--- src/rtl/relu3_sequencer.sv ---
// Streams N signed words from a source memory through ReLU into a destination memory.
// Optional output ceiling enabled by defining RELU3_CLIP_EN (clamps results to CLIP_MAX).
module relu3_sequencer #(
  parameter int unsigned                N        = 64,
  parameter int unsigned                DATA_W   = 32,
  parameter int unsigned                ADDR_W   = 16,
  parameter logic signed [DATA_W-1:0]   CLIP_MAX = 32'sh0000_FFFF
) (
  input  logic                      clk,
  input  logic                      rst_n,
  input  logic                      start,
  output logic [ADDR_W-1:0]         src_addr,
  input  logic signed [DATA_W-1:0]  src_data,
  output logic [ADDR_W-1:0]         dst_addr,
  output logic signed [DATA_W-1:0]  dst_data,
  output logic                      dst_we,
  output logic                      busy,
  output logic                      done,
  output logic [ADDR_W-1:0]         count
);

  typedef enum logic [1:0] {
    S_IDLE  = 2'd0,
    S_RUN   = 2'd1,
    S_DRAIN = 2'd2,
    S_DONE  = 2'd3
  } state_t;

  localparam logic [ADDR_W-1:0] LAST_IDX = ADDR_W'(N - 1);
  localparam logic [ADDR_W-1:0] ONE      = ADDR_W'(1);

  state_t                     r_state;
  state_t                     w_next_state;
  logic [ADDR_W-1:0]          r_idx;
  logic [ADDR_W-1:0]          r_count;
  logic [ADDR_W-1:0]          r_dst_addr;
  logic signed [DATA_W-1:0]   r_dst_data;
  logic                       r_dst_we;
  logic                       r_busy;
  logic                       r_done;

  // Positive values pass through; zero and all negatives (including the most negative) become zero.
  function automatic logic signed [DATA_W-1:0] relu3(input logic signed [DATA_W-1:0] x);
    logic signed [DATA_W-1:0] y;
    if ((x[DATA_W-1] == 1'b0) && (x != {DATA_W{1'b0}})) begin
      y = x;
    end else begin
      y = {DATA_W{1'b0}};
    end
`ifdef RELU3_CLIP_EN
    if (y > CLIP_MAX) begin
      y = CLIP_MAX;
    end else begin
      y = y;
    end
`endif
    return y;
  endfunction

  // Next-state decode; start is only looked at while idle.
  always_comb begin
    w_next_state = r_state;
    case (r_state)
      S_IDLE: begin
        if (start) begin
          w_next_state = S_RUN;
        end else begin
          w_next_state = S_IDLE;
        end
      end
      S_RUN: begin
        if (r_idx == LAST_IDX) begin
          w_next_state = S_DRAIN;
        end else begin
          w_next_state = S_RUN;
        end
      end
      S_DRAIN: w_next_state = S_DONE;
      S_DONE:  w_next_state = S_IDLE;
      default: w_next_state = S_IDLE;
    endcase
  end

  // Read address follows the index only while reading.
  always_comb begin
    if (r_state == S_RUN) begin
      src_addr = r_idx;
    end else begin
      src_addr = {ADDR_W{1'b0}};
    end
  end

  // State, index and registered write port; reset wins over any pending start.
  always_ff @(posedge clk) begin
    if (!rst_n) begin
      r_state    <= S_IDLE;
      r_idx      <= {ADDR_W{1'b0}};
      r_count    <= {ADDR_W{1'b0}};
      r_dst_addr <= {ADDR_W{1'b0}};
      r_dst_data <= {DATA_W{1'b0}};
      r_dst_we   <= 1'b0;
      r_busy     <= 1'b0;
      r_done     <= 1'b0;
    end else begin
      r_state <= w_next_state;
      r_busy  <= (w_next_state != S_IDLE);
      r_done  <= (r_state == S_DRAIN);
      case (r_state)
        S_IDLE: begin
          r_dst_we <= 1'b0;
          if (start) begin
            r_idx   <= {ADDR_W{1'b0}};
            r_count <= {ADDR_W{1'b0}};
          end else begin
            r_idx   <= r_idx;
            r_count <= r_count;
          end
        end
        S_RUN: begin
          r_dst_addr <= r_idx;
          r_dst_data <= relu3(src_data);
          r_dst_we   <= 1'b1;
          r_count    <= r_count + ONE;
          r_idx      <= r_idx + ONE;
        end
        S_DRAIN: r_dst_we <= 1'b0;
        S_DONE:  r_dst_we <= 1'b0;
        default: r_dst_we <= 1'b0;
      endcase
    end
  end

  assign dst_addr = r_dst_addr;
  assign dst_data = r_dst_data;
  assign dst_we   = r_dst_we;
  assign busy     = r_busy;
  assign done     = r_done;
  assign count    = r_count;

endmodule
--- config.mk ---
export PLATFORM = sky130hd
export DESIGN_NAME = relu3_sequencer
export DESIGN_NICKNAME = d
export VERILOG_FILES = /design/src/rtl/relu3_sequencer.sv
export SDC_FILE = /design/constraint.sdc
export NUM_CORES = 1
export LEC_CHECK = 0
export BUFFER_PORTS_ARGS = -buffer_cell sky130_fd_sc_hd__buf_2
export CAP_MARGIN = 0
export CORE_MARGIN = 8
export CORE_UTILIZATION = 50
export CTS_CLUSTER_DIAMETER = 200
export DETAILED_ROUTE_END_ITERATION = 8
export PLACE_DENSITY = 0.83
export SKIP_LAST_GASP = 1
export SYNTH_ARGS = -nofsm -noshare
export SYNTH_HDL_FRONTEND = slang
export SYNTH_SLANG_ARGS = --single-unit
export TNS_END_PERCENT = 50
--- constraint.sdc ---
create_clock -name clk -period 2.1 [get_ports clk]
set_clock_uncertainty 0.1 [all_clocks]
set_input_delay 0.315 -clock clk [delete_from_list [all_inputs] [get_ports clk]]
set_output_delay 0.315 -clock clk [all_outputs]
set_load 0.05 [all_outputs]
# Word level (Yosys, flattened, before mapping)
# Index checks and enable logic that the tools add are counted.
# word_totals
word_cells,32
output_inout_bits,83
input_bits,35
ff_bits,85
# classes
add_sub_neg,2
n_eq_ne,5
bitwise_logic,1
n_mux,9
n_reduce_logical,7
# ops
cell,count
case mux 16 bit (2 select lines),2
"adder 16 x 1 -> 16 bit, second input constant",2
two-way mux 16 bit,2
two-way mux 32 bit,1
nonzero test 32 bit,1
"equality test 16 x 6 -> 1 bit, second input constant",1
case mux 2 bit (4 select lines),1
"equality test 2 bit, second input constant",2
nonzero test 2 bit,2
OR reduction 3 bit,1
"equality test 2 x 1 -> 1 bit, second input constant",1
zero test 2 bit,1
two-way mux 2 bit,1
"inequality test 2 bit, second input constant",1
case mux 1 bit (2 select lines),1
AND reduction 2 bit,1
logical AND 1 bit,1
two-way mux 1 bit,1
NOT 1 bit,1

# Longest topological paths before layout
# Gate-level depths: netlist of run 1.
# depth
word_depth,4
mapped_depth,8
mapped_depth_nobuf,5

# Worst setup path before layout of run 1
# Ideal clock, no wire load.
# synth_path
path_type,reg2reg
startpoint,register r_count[7] (netlist: count[7])
endpoint,register r_count[15] (netlist: count[15])
setup_ns,0.120
stages_incl_launch_ff,7
n_path_buf,2
path_slack_ns,0.106
synth_period_minus_slack_ns,1.994
arrival_ns,1.774
t_required_ns,1.880
cell_sequence,dfxtp_1 buf_2 and4_1 buf_2 nand4_1 or3b_1 mux2i_1
# synth_between
elab_chain_len,2
# synth_rtl
item,line,rtl
start: declaration,35,logic [ADDR_W-1:0] r_count;
start signal: assignment,98,r_count <= {ADDR_W{1'b0}};
start signal: assignment,113,r_count <= {ADDR_W{1'b0}};
start signal: assignment,116,r_count <= r_count;
adder 16 x 1 -> 16 bit,123,r_count <= r_count + ONE;
case mux 16 bit (2 select lines),108,case (r_state)
# Every way passes these cells.
# A chain may end at the register's enable or synchronous reset.

# Worst setup path in the final report of run 1
# layout_path
startpoint,register r_state[1]
endpoint,output src_addr[11]
# layout_between
elab_chain_len,2
# layout_rtl
item,line,rtl
start: declaration,32,state_t r_state;
start signal: assignment,105,r_state <= w_next_state;
equality test 2 x 1 -> 1 bit,86,if (r_state == S_RUN) begin
two-way mux 16 bit,86,
end: declaration,12,"output logic [ADDR_W-1:0] src_addr,"
# Every way passes these cells.

==> results.cfg, run 1 <==
[placed_design]
post-place-ws_ns = 0.2586
hpwl_um = 6981
place_congestion = 0.8627
port_buffers = 117

[logic_synthesis]
synth_edf_count = 0
synth.distinct_cells = 45
synth_nets = 428
yosysMostFrequentCell = dfxtp_1
yosysTopAreaCell = dfxtp_1
yosys_warnings = 0
ys_seq_area_share_pct = 49.19
yosysTopAreaCellShare_pct = 49.19
ys_ff_latch = 85
syn_inst = 391
syn_area_mm2 = 0.003460
yosys-top-cells-area = dfxtp_1 (49%), a22o_1 (7.8%), a21oi_1 (4.8%)
async_reset_ff_share_pct = 0
synth_flop_cell = dfxtp_1
netlist_top_cells_count = dfxtp_1 (85), nand2_1 (44), a21oi_1 (33)
syn_avg_cell_area_um2 = 8.848

[global_route]
grt_pass1_vias = 3231
grt_pass1_wl_um = 15700
grt_util_all_layers_pct = 19.25
grt_max_degree = 36
grt_overflow = 0
antenna_found_initial = 0

[clock_network]
clk_pin_slew_ns = 0.11
hold_buffers = 0
postCtsSetupRepairBufs = 0
cts_buffers = 9
clk_path_buf_depth = 2
cts_tree = built
clock_latency_ns = 0.36
cts_max_level = 3
cts_sinks = 85
root_buffer = clkbuf_8

[worst_setup_path]
crit_path_max_fanout = 35
worstPathArrival_ns = 1.63
cpMaxStageDelayCell = dfxtp_2
start_kind = flip-flop
max_stage_delay_ns = 0.40
required_ns = 1.68
path_class = flip-flop to output pin
crit_chain = and2b_2 -> buf_12 -> and2_2 -> buf_4
end_kind = output pin

[pwr]
powerDensity_mw_per_mm2 = 753.9
leakage_uw = 0.002086
peakVddDrop_mv = 0.4695
design_power_total_uw = 3273

[sta]
tns_ns = 0
fin_ws_ns = 0.05446
tightest_slew_ns = 0.4596
final-setup-viol-count = 0
max_freq_ghz = 0.4889
finalHoldViolCount = 0
finalMaxSlewViolations = 0
finalCriticalPeriod_ns = 2.046
hold_ws_ns = 0.07214
slew_headroom_pct = 69.08
rsz0062_at_grt = true
fin_crit_sh_pct = 97.41

[drt]
dr_total_vias = 3349
drc_errors = 0
route.met3.wl_um = 581
routed.top_layer = met4
via_per_inst = 5.696
postRouteAntennaNets = 0
first_pass_iters = 4
wl_met1_um = 4201
first_iter_violations = 160
wl_met2_um = 4635
drt_wl_total_um = 9603
avgRoutedWirePerCell_um = 16.33

[cells_and_area]
post-route-util_pct = 64.26
syn_to_final_growth_pct = 25.50
antenna_cells = 0
layout.nets = 540
drive_gt1_share_pct = 30.51

[floorplanning]
die-area_mm2 = 0.009837
die_h_um = 99.18
fp.dieW_um = 99.18
num_io_pins = 118
core_mm2 = 0.006756
initial_utilization_pct = 51.20
std_cell_rows = 30

[worst_hold_path]
hold_class = input port to flip-flop

[run_status]
outcome = completed

[run]
drv_cap = 0
## registers in the layout (all words and copies together), names as in the netlist
name,flops
r_state,2
busy,1
count,16
dst_data,32
r_idx,16
dst_we,1
dst_addr,16
done,1
## where the power goes
part / switching, µW / internal (µW) / leakage [µW]
Clock: 678 / 473 / 0.000103
Combinational: 316 / 128 / 0.00129
Sequential: 26.3 / 1650 / 0.000689
Total: 1020 / 2250 / 0.00209
## cell type report
type,instances,area [µm²]
Clock inverter,7,76.32
Clock buffer,9,123.9
Tap cell,80,100.1
Fill cell,581,2415
Inverter,19,71.32
Sequential cell,85,1703
Multi-Input combinational cell,259,1567
Timing Repair Buffer,129,700.7
## routing by layer
layer	track usage [%]	vias up
li1	-	1643
met3	4.609	15
met1	23.67	1587
met5	0	-
met2	31.24	104
met4	8.615	0
## per-stage QoR
step	std cells	instance area (µm²)
6_report	588	4342
5_1_grt	588	4342
4_1_cts	588	4330
3_5_place_dp	572	4125
3_3_place_gp	572	4125
2_1_floorplan	391	3460
## path summary, 6_finish.rpt
kind,slack (ns),to,cells after the start,from
setup / recovery,0.05,src_addr[11],4,r_state[1]
hold / removal,0.07,dst_data[18],2,src_data[18]
setup reg to reg,0.31,r_idx[13],4,r_idx[6]
hold reg to reg,0.36,dst_addr[12],2,dst_addr[12]
## critical path: cells and delay by family, from the launching register on
kind | cells | cell delay [ns]
buf+inv | 2 | 0.37
flops | 1 | 0.40
simple gates | 2 | 0.50
## placed cells by master, fill, tap and decap left out, types with 3 or more instances in the layout
cell      count
nand3_1      17
a31oi_1       4
nand2_1      44
clkbuf_4      3
nand3b_1      4
inv_8         3
nor2_1       22
inv_1        19
a22o_1       31
a21oi_1      33
mux2i_1       7
and4_1        3
buf_4        13
nor4_1       14
o21ai_0      12
and3_1        9
nor3_1        6
a211oi_1      3
nand2b_1      5
buf_2       112
clkbuf_8      9
nand4_1       9
a22oi_1       3
dfxtp_1      84
## kinds of logic after synthesis
group	Yosys count	share of synthesized area [%]
simple gates	146	21.66
compound gates	103	20.40
flops	85	49.19
buf+inv	47	5.678
mux	8	2.351
fa+ha+maj	2	0.7232
## timing repair
item | 4_1_cts | 5_1_grt
resized for setup | 2 | 6
pin swaps | 0 | 0
setup endpoints to repair | 4 | 16
gates cloned | 0 | 0
Note: power is estimated with default switching activity, not from simulation.
==> run 2: changes to the inputs <==
- ABC_AREA: not set -> 1
- CORE_UTILIZATION: 50 -> 51
- CTS_CLUSTER_DIAMETER: 200 -> not set
- PLACE_DENSITY: 0.83 -> 0.82
==> run 2 against run 1 <==
  * Final cell count grew 31%
  * Setup slack gained 0.046 ns
  * Critical path depth is the same
  * Power grew 9.9%
  * Register-to-register slack gained 0.03 ns
  * Combinational power grew 49%
  * Die area grew 8.8%
  * Non-clock buffer count shrank 4
  * Design area grew 9.3%
  * Synthesized cell count grew 43%
  * Critical path type unchanged
==> results.cfg, run 2 <==
[run_status]
outcome = completed

[logic_synthesis]
syn_inst = 559
synth.distinct_cells = 33
ys_ff_latch = 85
async_reset_ff_share_pct = 0
yosys_warnings = 0
yosys-top-cells-area = dfxtp_1 (44%), nand2_1 (9.4%), a21oi_1 (9.1%)
ys_seq_area_share_pct = 43.65
synth_edf_count = 0
synth_flop_cell = dfxtp_1
yosysTopAreaCellShare_pct = 43.65
netlist_top_cells_count = nand2_1 (98), dfxtp_1 (85), inv_1 (73)
syn_area_mm2 = 0.003899
yosysTopAreaCell = dfxtp_1
syn_avg_cell_area_um2 = 6.974
synth_nets = 596
yosysMostFrequentCell = nand2_1

[sta]
tns_ns = 0
finalMaxSlewViolations = 0
finalHoldViolCount = 0
slew_headroom_pct = 76.31
fin_crit_sh_pct = 95.23
finalCriticalPeriod_ns = 2.000
fin_ws_ns = 0.1001
final-setup-viol-count = 0
max_freq_ghz = 0.5000
rsz0062_at_grt = true
tightest_slew_ns = 0.3553

[pwr]
design_power_total_uw = 3598
clockPowerShare_pct = 33.4
swShare_pct = 32.98
leakage_uw = 0.002175
combPwrFrac_pct = 18.4
switching_power_uw = 1187
peakVddDrop_mv = 0.4847
p_int_uw = 2412
seq_power_share_pct = 48.2
powerDensity_mw_per_mm2 = 758.2

[worst_setup_path]
regToRegStartpoint = r_state[0]
required_ns = 1.68
worstPathArrival_ns = 1.58
r2r_slack_ns = 0.34
path_class = flip-flop to output pin
crit_path_max_fanout = 37
start_kind = flip-flop
crit_family = buffers and inverters
max_stage_delay_ns = 0.36
cpMaxStageDelayCell = dfxtp_1
end_kind = output pin
crit_buf_inv = 2
r2r_cells = 6
crit_chain = inv_1 -> nand2_8 -> nor2_1 -> buf_2
timing.rr.end = count[9]

[global_route]
grt_max_degree = 43
antenna_found_initial = 0
grt_overflow = 0
grt_util_all_layers_pct = 19.59
grt_pass1_wl_um = 16970
grt_pass1_vias = 3855

[clock_network]
cts_sinks = 85
clk_path_buf_depth = 2
root_buffer = clkbuf_8
cts_buffers = 9
cts_tree = built
cts_max_level = 3
clock_latency_ns = 0.36
clk_pin_slew_ns = 0.09

[worst_hold_path]
hold_class = input port to flip-flop
min_to = r_state[0]
whs_path_depth = 3
worstHoldStart = start

[run]
drv_cap = 0

[cells_and_area]
antenna_cells = 0
layout.nets = 703
layout_commonest_cell = buf_2
mostFrequentLayoutCells = buf_2 (112), nand2_1 (98), dfxtp_1 (85)
syn_to_final_growth_pct = 21.73
largest_reg_flops = 32
post-route-util_pct = 62.71
n_fill_cell = 655
drive_gt1_share_pct = 23.10

[floorplanning]
die_h_um = 103.4
initial_utilization_pct = 51.52
die-area_mm2 = 0.01070
std_cell_rows = 32
core_mm2 = 0.007567
num_io_pins = 118
fp.dieW_um = 103.4

[drt]
avgRoutedWirePerCell_um = 13.48
postRouteAntennaNets = 0
via_per_inst = 5.277
wl_met1_um = 4471
first_pass_iters = 5
dr_total_vias = 4079
wl_met2_um = 4918
first_iter_violations = 192
drc_errors = 0
route.met3.wl_um = 825
routed.top_layer = met4
drt_wl_total_um = 10420

[placed_design]
hpwl_um = 7608
post-place-ws_ns = 0.3764
place_congestion = 0.8919
port_buffers = 117
==> run 2: cells by family (layout without fill, tap and decap cells) <==
logic type | after synthesis | in the layout | share of synthesized area, %
and+or+nand+nor | 229 | 229 | 25.77
DFF | 85 | 85 | 43.65
buffers and inverters | 106 | 218 | 11.46
AOI/OAI and AO/OA | 137 | 137 | 18.49
adders and majority gates | 2 | 2 | 0.6417
==> run 2: worst min-delay path, cell delays in order <==
cell     delay [ns]
buf_2          0.10
o21ai_0        0.07
nand2_1        0.06
==> run 2: metrics by stage <==
step                instance area (µm²)  cells  hold WS (ns)
floorplan                          3899    559        0.3466
global placement                   4519    757        0.3213
detailed placement                 4519    757        0.3289
CTS                                4725    773        0.1115
global route                       4746    773        0.1239
finish                             4746    773        0.1248
==> run 2: power groups by stage <==
stage / clock network, µW / logic [µW] / registers, µW
6_report: 1200 / 661 / 1730
5_1_grt: 1290 / 713 / 1740
4_1_cts: 1230 / 663 / 1730
3_5_place_dp: 0 / 663 / 1770
3_3_place_gp: 0 / 647 / 1770
2_1_floorplan: 0 / 255 / 2010
==> run 2: worst max-delay path by stage <==
stage / slack, ns / cells after the start / end / start
floorplan: 0.27 / 8 / count[10] / count[0]
global placement: 0.44 / 9 / dst_data[22] / src_data[22]
detailed placement: 0.38 / 6 / count[10] / r_state[1]
CTS: 0.03 / 4 / src_addr[12] / r_state[1]
global route: -0.01 / 4 / src_addr[12] / r_state[1]
finish: 0.10 / 4 / src_addr[11] / r_state[1]
==> run 2: cell type report <==
cell class                 count  area, µm²  area share [%]
tap                          102      127.6           2.689
timing repair buffer         125      658.1           13.87
sequential                    85       1702           35.86
clock buffer                   9      123.9           2.610
inverter                      77      289.0           6.090
multi-input combinational    368       1764           37.17
clock inverter                 7      81.33           1.714
==> run 2: per-layer routing <==
metal	vias up	track usage, %
li1	2044	-
met1	1868	23.71
met2	150	31.85
met3	17	5.288
met4	0	8.565
met5	-	0
==> run 2: what timing repair did <==
item	in CTS	in global routing
hold buffers	0	0
buffers inserted	0	0
setup endpoints to repair	0	13
resized for setup	0	6
